===== config.mk =====
export PLATFORM = sky130hd
export DESIGN_NAME = button_debounce_edge_flat
export DESIGN_NICKNAME = d
export VERILOG_FILES = /design/src/rtl/button_debounce_edge_if.sv /design/src/rtl/button_debounce_edge.sv /design/src/flat_wrapper.sv
export SDC_FILE = /design/constraint.sdc
export NUM_CORES = 1
export LEC_CHECK = 0
export ABC_AREA = 1
export BUFFER_PORTS_ARGS = -buffer_cell sky130_fd_sc_hd__buf_2
export CELL_PAD_IN_SITES_DETAIL_PLACEMENT = 1
export CELL_PAD_IN_SITES_GLOBAL_PLACEMENT = 1
export CORE_UTILIZATION = 48
export CTS_CLUSTER_DIAMETER = 120
export DETAILED_ROUTE_END_ITERATION = 12
export GPL_TIMING_DRIVEN = 0
export PLACE_DENSITY_LB_ADDON = 0.15
export SLEW_MARGIN = 20
export SYNTH_ARGS = -nofsm -noshare
export SYNTH_HDL_FRONTEND = slang
export SYNTH_SLANG_ARGS = --single-unit
export TNS_END_PERCENT = 5

===== constraint.sdc =====
create_clock -name i_clk_36MHz -period 3.7 [get_ports i_clk_36MHz]
set_input_delay 0.37 -clock i_clk_36MHz [delete_from_list [all_inputs] [get_ports i_clk_36MHz]]
set_output_delay 0.37 -clock i_clk_36MHz [all_outputs]
set_load 0.01 [all_outputs]

===== src/rtl/button_debounce_edge_if.sv =====
// button_debounce_edge_if: raw pad inputs, enable and conditioned outputs of the button front end.
interface button_debounce_edge_if;
    logic i_left_raw;
    logic i_right_raw;
    logic i_enable;
    logic o_left_debounced;
    logic o_right_debounced;
    logic o_left_level;
    logic o_right_level;
    modport master (
        output i_left_raw, i_right_raw, i_enable,
        input  o_left_debounced, o_right_debounced, o_left_level, o_right_level
    );
    modport slave (
        input  i_left_raw, i_right_raw, i_enable,
        output o_left_debounced, o_right_debounced, o_left_level, o_right_level
    );
endinterface


===== src/rtl/button_debounce_edge.sv =====
// button_debounce_edge: synchronize, debounce and edge-detect the left/right buttons.
// Define BUTTON_AUTOREPEAT_EN to add held-button auto-repeat pulses.
module button_debounce_edge #(
    parameter int DEBOUNCE_CYCLES = 360000,
    parameter int ACTIVE_LOW      = 1,
    parameter int REPEAT_DELAY    = 18000000,
    parameter int REPEAT_PERIOD   = 3600000
) (
    input logic i_clk_36MHz,
    input logic i_reset,
    button_debounce_edge_if.slave bus
);
    localparam int CW = $clog2(DEBOUNCE_CYCLES + 1);
    localparam logic POL = (ACTIVE_LOW != 0);
    typedef enum logic [1:0] {IDLE, PRESS_WAIT, HELD, RELEASE_WAIT} state_e;
    if (DEBOUNCE_CYCLES < 2 || REPEAT_DELAY < 1 || REPEAT_PERIOD < 1) begin : g_bad_params
        $error("button_debounce_edge: illegal parameter value");
    end
    logic [1:0] raw, sync1_q, sync2_q, press, level, pulse_q, pulse_d;
    assign raw = {bus.i_right_raw, bus.i_left_raw} ^ {2{POL}};
    for (genvar c = 0; c < 2; c++) begin : g_ch
        state_e state_q, state_d;
        logic [CW-1:0] cnt_q, cnt_d;
        logic level_q, level_d, fire;
        logic s;
        assign s = sync2_q[c];
        always_comb begin
            state_d = state_q;
            cnt_d = cnt_q;
            fire = 1'b0;
            case (state_q)
                IDLE: if (s) begin
                    state_d = PRESS_WAIT;
                    cnt_d = CW'(1);
                end
                PRESS_WAIT: if (!s) begin
                    state_d = IDLE;
                    cnt_d = '0;
                end else if (cnt_q == CW'(DEBOUNCE_CYCLES)) begin
                    state_d = HELD;
                    cnt_d = '0;
                    fire = 1'b1;
                end else begin
                    cnt_d = cnt_q + 1'b1;
                end
                HELD: if (!s) begin
                    state_d = RELEASE_WAIT;
                    cnt_d = CW'(1);
                end
                default: if (s) begin
                    state_d = HELD;
                    cnt_d = '0;
                end else if (cnt_q == CW'(DEBOUNCE_CYCLES)) begin
                    state_d = IDLE;
                    cnt_d = '0;
                end else begin
                    cnt_d = cnt_q + 1'b1;
                end
            endcase
            level_d = (state_d == HELD) || (state_d == RELEASE_WAIT);
        end
        always_ff @(posedge i_clk_36MHz) begin
            state_q <= i_reset ? IDLE : state_d;
            cnt_q   <= i_reset ? '0 : cnt_d;
            level_q <= i_reset ? 1'b0 : level_d;
        end
`ifdef BUTTON_AUTOREPEAT_EN
        localparam int RMAX = (REPEAT_DELAY > REPEAT_PERIOD) ? REPEAT_DELAY : REPEAT_PERIOD;
        localparam int RW = $clog2(RMAX + 1);
        logic [RW-1:0] rep_q, rep_d, rep_inc;
        logic first_q, first_d, rep_fire;
        // Counts only while HELD persists; RELEASE_WAIT holds it, returning to IDLE clears it.
        always_comb begin
            rep_d = rep_q;
            first_d = first_q;
            rep_fire = 1'b0;
            rep_inc = rep_q + 1'b1;
            if (state_d == IDLE || state_d == PRESS_WAIT) begin
                rep_d = '0;
                first_d = 1'b1;
            end else if (state_q == HELD && state_d == HELD) begin
                rep_fire = (rep_inc == (first_q ? RW'(REPEAT_DELAY) : RW'(REPEAT_PERIOD)));
                rep_d = rep_fire ? '0 : rep_inc;
                first_d = first_q && !rep_fire;
            end
        end
        always_ff @(posedge i_clk_36MHz) begin
            rep_q   <= i_reset ? '0 : rep_d;
            first_q <= i_reset ? 1'b1 : first_d;
        end
        assign press[c] = fire | rep_fire;
`else
        assign press[c] = fire;
`endif
        assign level[c] = level_q;
    end
    // Simultaneous left+right presses cancel so the ship never sees both directions at once.
    assign pulse_d = (bus.i_enable && !(&press)) ? press : 2'b00;
    always_ff @(posedge i_clk_36MHz) begin
        sync1_q <= i_reset ? 2'b00 : raw;
        sync2_q <= i_reset ? 2'b00 : sync1_q;
        pulse_q <= i_reset ? 2'b00 : pulse_d;
    end
    assign bus.o_left_debounced  = pulse_q[0];
    assign bus.o_right_debounced = pulse_q[1];
    assign bus.o_left_level      = level[0];
    assign bus.o_right_level     = level[1];
endmodule


===== src/flat_wrapper.sv =====
// flat-port wrapper written by rule: the top's interface ports become plain ports
module button_debounce_edge_flat 
#(
    parameter int DEBOUNCE_CYCLES = 360000,
    parameter int ACTIVE_LOW      = 1,
    parameter int REPEAT_DELAY    = 18000000,
    parameter int REPEAT_PERIOD   = 3600000
)
  (i_clk_36MHz, i_reset, bus_i_left_raw, bus_i_right_raw, bus_i_enable, bus_o_left_debounced, bus_o_right_debounced, bus_o_left_level, bus_o_right_level);
  button_debounce_edge_if bus_i ();
  input logic i_clk_36MHz;
  input logic i_reset;
  input wire logic [$bits(bus_i.i_left_raw)-1:0] bus_i_left_raw;
  input wire logic [$bits(bus_i.i_right_raw)-1:0] bus_i_right_raw;
  input wire logic [$bits(bus_i.i_enable)-1:0] bus_i_enable;
  output wire logic [$bits(bus_i.o_left_debounced)-1:0] bus_o_left_debounced;
  output wire logic [$bits(bus_i.o_right_debounced)-1:0] bus_o_right_debounced;
  output wire logic [$bits(bus_i.o_left_level)-1:0] bus_o_left_level;
  output wire logic [$bits(bus_i.o_right_level)-1:0] bus_o_right_level;
  assign bus_i.i_left_raw = bus_i_left_raw;
  assign bus_i.i_right_raw = bus_i_right_raw;
  assign bus_i.i_enable = bus_i_enable;
  assign bus_o_left_debounced = bus_i.o_left_debounced;
  assign bus_o_right_debounced = bus_i.o_right_debounced;
  assign bus_o_left_level = bus_i.o_left_level;
  assign bus_o_right_level = bus_i.o_right_level;
  button_debounce_edge #(.DEBOUNCE_CYCLES(DEBOUNCE_CYCLES), .ACTIVE_LOW(ACTIVE_LOW), .REPEAT_DELAY(REPEAT_DELAY), .REPEAT_PERIOD(REPEAT_PERIOD)) u_core (.i_clk_36MHz(i_clk_36MHz), .i_reset(i_reset), .bus(bus_i));
endmodule

======== After elaboration in Yosys (flattened, before gate mapping) ========
Index checks and enable logic that the tools add are counted.
Widths: inputs -> output; s select.
storage, ports and cells
  ROM bits ................................ 0
  RAM bits ................................ 0
  register bits after elaboration ......... 50
  memories ................................ 0
  latch bits .............................. 0
cells by class
  $mul .................................... 0
  add/subtract/negate cells ............... 2
  equality and inequality tests ........... 14
  $lt $le $gt $ge ......................... 0
  bitwise operators ....................... 2
  div/mod/pow operators ................... 0
  shift-type cells ........................ 0
  reduce and logical (&&, ||, !) cells .... 10
  multiplexer cells ....................... 32
operators by type and width
  kind                   count
  $mux 19                10
  $pmux 19 s3            2
  $add 19x1->19 const B  2
  $eq 19x19->1 const B   2
  $mux 2                 12
  $eq 2x2->1 const B     6
  $pmux 2 s3             2
  $mux 1                 6
  $reduce_and 2->1       3
  $eq 2x1->1 const B     2
  $logic_not 2->1        2
  $ne 2x1->1 const B     2
  $ne 2x2->1 const B     2
  $logic_or 1x1->1       2
  $not 2->2              1
  $reduce_or 2->1        1
  $logic_and 1x1->1      1
  $logic_not 1->1        1
  $not 1->1              1

======== Depth between registers and ports, before layout ========
  word-level depth ........................ 9
  gate-level depth with buffers ........... 9

======== Worst setup path after synthesis ========
Ideal clock, no wire load.
  path type ............................... register -> register
  start ................................... register u_core.g_ch[1].cnt_q[0]
  end ..................................... register u_core.g_ch[1].cnt_q[12]
  library setup time ...................... 66 ps
  data arrival time ....................... 1275 ps
  clock period less this slack ............ 1341 ps
  required time ........................... 3634 ps
  stages on the path, launching flop included .. 9
  buffers on the path ..................... 1
  setup slack ............................. 2359 ps
  cells stage by stage .................... dfxtp_1 -> inv_1 -> ha_1 -> nand3_1 -> nor2_1 -> a21oi_4 -> buf_6 -> nand2_1 -> a21oi_2
between the ends
  word-level cells in the longest chain between the ends .. 4
  elaborated cells on any way between the ends .. 6
  those cells by class .................... add/sub (1); eq/ne (1); mux (4)
RTL lines
  element                                        line                                                    source
  from (decl)                                    button_debounce_edge.sv:23                              logic [CW-1:0] cnt_q, cnt_d;
  from (signal assigned)                         button_debounce_edge.sv:64                              cnt_q <= i_reset ? '0 : cnt_d;
  $add 19x1->19 or $eq 19x19->1 (tied branches)  n/a
  $mux 19 (*)                                    button_debounce_edge.sv:39, button_debounce_edge.sv:53
  $mux 19, on equally long branches              button_debounce_edge.sv:50, button_debounce_edge.sv:36
  $pmux 19 s3 (*)                                button_debounce_edge.sv:31                              case (state_q)
Every way passes the cells marked *; elsewhere a longest branch is shown, timed or not.
A chain may end at the register's enable or synchronous reset.

======== Worst setup path after layout ========
Ends and elaborated chain as after synthesis.

==> out/metrics.csv <==
metric,value,unit
I/O Buffers,8,
Netlist Area Pre-Place,2775,um^2
hpwl dp,5.890,mm
Slew HR,58.89,%
Worst Path Required,3.96,ns
Num CTS Buffers,5,
Setup CP Type,reg2reg,
GRT Residual Overflow,0,
Worst setup SP type,register,
"Net Count, Synth",437,
Hold Fails Final Rpt,0,
Root Buffer,clkbuf_8,
nets,452,
CP cell instances,ha_1 -> nand3_1 -> nor2_2 -> nand2_1 -> inv_2 -> nand2_1 -> o21bai_1 -> nand2_1 -> a21oi_2,
GP Congestion,0.8567,
# hold bufs at CTS,0,
min Tclk post-route,1.687,ns
Layout area overhead,8.476,%
"most used cell, CP",nand2_1,
share of cells above drive strength 1,9.459,%
"commonest non-fill, non-tap cell in the layout",nand2_1,
number of synthesis warnings,0,
vias in the first global route,2925,
Max stage delay on crit path,0.42,ns
vias per std cell,5.395,
Ports,9,
Multi-input gate area,1540,um^2
f_max,592.7,MHz
Final Setup Violations,0,
"Largest delay share family, worst path",simple AND/OR/NAND/NOR gates,
Worst Skew,0.01306,ns
total track usage,28.14,%
Worst Setup End Kind,register,
final worst path period share,45.60,%
cells resized by post-CTS repair,0,
Starting Density,50.09,%
die area,6089,um^2
First-pass DRT Iterations,4,
clock sink count,50,
CP max stage cell,dfxtp_1,
wire per inst,15.21,um
RSZ-0062 raised after global routing,no,
Yosys top cell area share,36.07,%
register area,1001,um^2
Mapped Cells,428,
Fill cells,796,
count of cell types in the netlist,32,
"Clk Latency, worst-skew pair",0.31,ns
fraction of registers with async set/reset,0,%
Max VDD drop,0.2275,mV
most frequent cells in the layout,"nand2_1 (126), dfxtp_1 (50), inv_1 (47), nor2_1 (47)",
status,completed,
antenna-violating nets left,0,
H-tree levels,2,
crit path DAT,1.95,ns
chip width,78.04,um
dominant synthesized flop cell,dfxtp_1,
path type of the worst min-delay path,in2reg,
First DRT Iteration DRCs,92,
antenna violations before repair,0,
Slew Limit Fails,0,
core area,5540,um^2
pre-CTS setup slack,1.965,ns
Synth area leaders,"dfxtp_1 (36%), nand2_1 (17%), a21oi_1 (6.7%), nand3_1 (6.7%), inv_1 (6.4%)",
top cell type by total area after synthesis,dfxtp_1,
clock-pin slew on the worst setup and hold paths,0.10,ns
first-pass GRT wire length,13.43,mm
buffer depth of the longest clock path,2,
Worst Tran Pin Value,0.6167,ns
worst path bufs/invs,1,
Final WS setup,2.013,ns
CTS tree,done,
#FFs+latches synth,50,
Pwr Density,316.5,nW/um^2
static leakage,1.085,nW
largest net degree at the start of global routing,16,
setup_tns,0,ns
synthesized area per cell,6.484,um^2
Post-CTS Repair Setup Buffers,0,
ant diodes,0,
maxcap violations,0,
Post-synth EDFFs,0,
total number of vias,2784,
Post-Route WL,7.849,mm
cell row count,27,
"Max FO, Critical Path",4,
sequential share of the synthesized area,36.07,%
Die Span Y,78.04,um
DRC,0,
-- registers in the layout, summed over array words and instances (netlist names) --
register                  flops
u_core.sync2_q                2
u_core.g_ch.cnt_q            38
u_core.pulse_q                2
u_core.sync1_q                2
u_core.bus.o_right_level      1
u_core.g_ch.state_q           4
u_core.bus.o_left_level       1
-- power by group --
group	switching (mW)	internal [mW]	total, mW
combinational	0.0282	0.0100	0.0382
clock	0.198	0.172	0.370
sequential	0.00334	0.542	0.545
-- routing by layer --
layer  vias up  routed length [um]  track usage (%)
met5         -                   0                0
met4         0                 123            8.333
met3        11                 135            4.419
met2        24                4203            55.04
met1      1334                3386            30.88
li1       1415                   -                -
-- through the flow --
step	std cells	area [um^2]	power (mW)	hold WS [ns]	util, %
after global routing	516	3010	0.9839	0.1898	54.34
after floorplan	428	2775	0.5804	0.3883	-
after global placement	508	2905	0.5940	0.3936	52.44
after detailed placement	508	2905	0.5958	0.3978	52.44
final	516	3010	0.9528	0.1959	54.34
after CTS	516	3010	0.9556	0.1905	54.34
-- final timing paths --
check,from,end,slack (ns),depth (start not counted)
worst max-delay path,u_core.g_ch[1].cnt_q[0]$_SDFFE_PP0P_,u_core.g_ch[1].cnt_q[12]$_SDFFE_PP0P_,2.01,9
worst max register to register,u_core.g_ch[1].cnt_q[0]$_SDFFE_PP0P_,u_core.g_ch[1].cnt_q[12]$_SDFFE_PP0P_,2.01,9
worst min register to register,u_core.sync1_q[1]$_SDFF_PP0_,u_core.sync2_q[1]$_SDFF_PP0_,0.42,2
worst min-delay path,bus_i_right_raw,u_core.sync1_q[1]$_SDFF_PP0_,0.20,2
-- area by class of cell --
cell class              instances  share of cell area (%)
inverters                      50                   6.234
well taps                      72                   2.993
repair buffers                  8                   1.330
flip-flops and latches         50                   33.25
clock buffers                   7                   3.200
multi-input cells             320                   51.16
clock inverters                 1                  0.2909
plain buffers                   8                   1.538
-- cells by family after synthesis --
group           synth area share, %
simple gates                  37.20
compound gates                15.24
buf+inv                       8.431
flops                         36.07
xor+xnor                      1.263
fa+ha+maj                     1.803
-- cell usage after synthesis (2+ instances only) --
| cell type | count |
|---|---|
| buf_4 | 2 |
| dfxtp_1 | 50 |
| ha_1 | 4 |
| nand3_1 | 37 |
| nor2_2 | 6 |
| xnor2_1 | 3 |
| o221ai_1 | 2 |
| nand2_4 | 2 |
| nand4_1 | 7 |
| inv_2 | 2 |
| clkbuf_1 | 3 |
| nand2_1 | 126 |
| nand3_2 | 3 |
| a21oi_2 | 4 |
| inv_1 | 47 |
| o21bai_1 | 7 |
| nor3_1 | 7 |
| a21oi_1 | 37 |
| o21ai_0 | 20 |
| nor2_1 | 47 |
(Power assumes the default switching activity.)
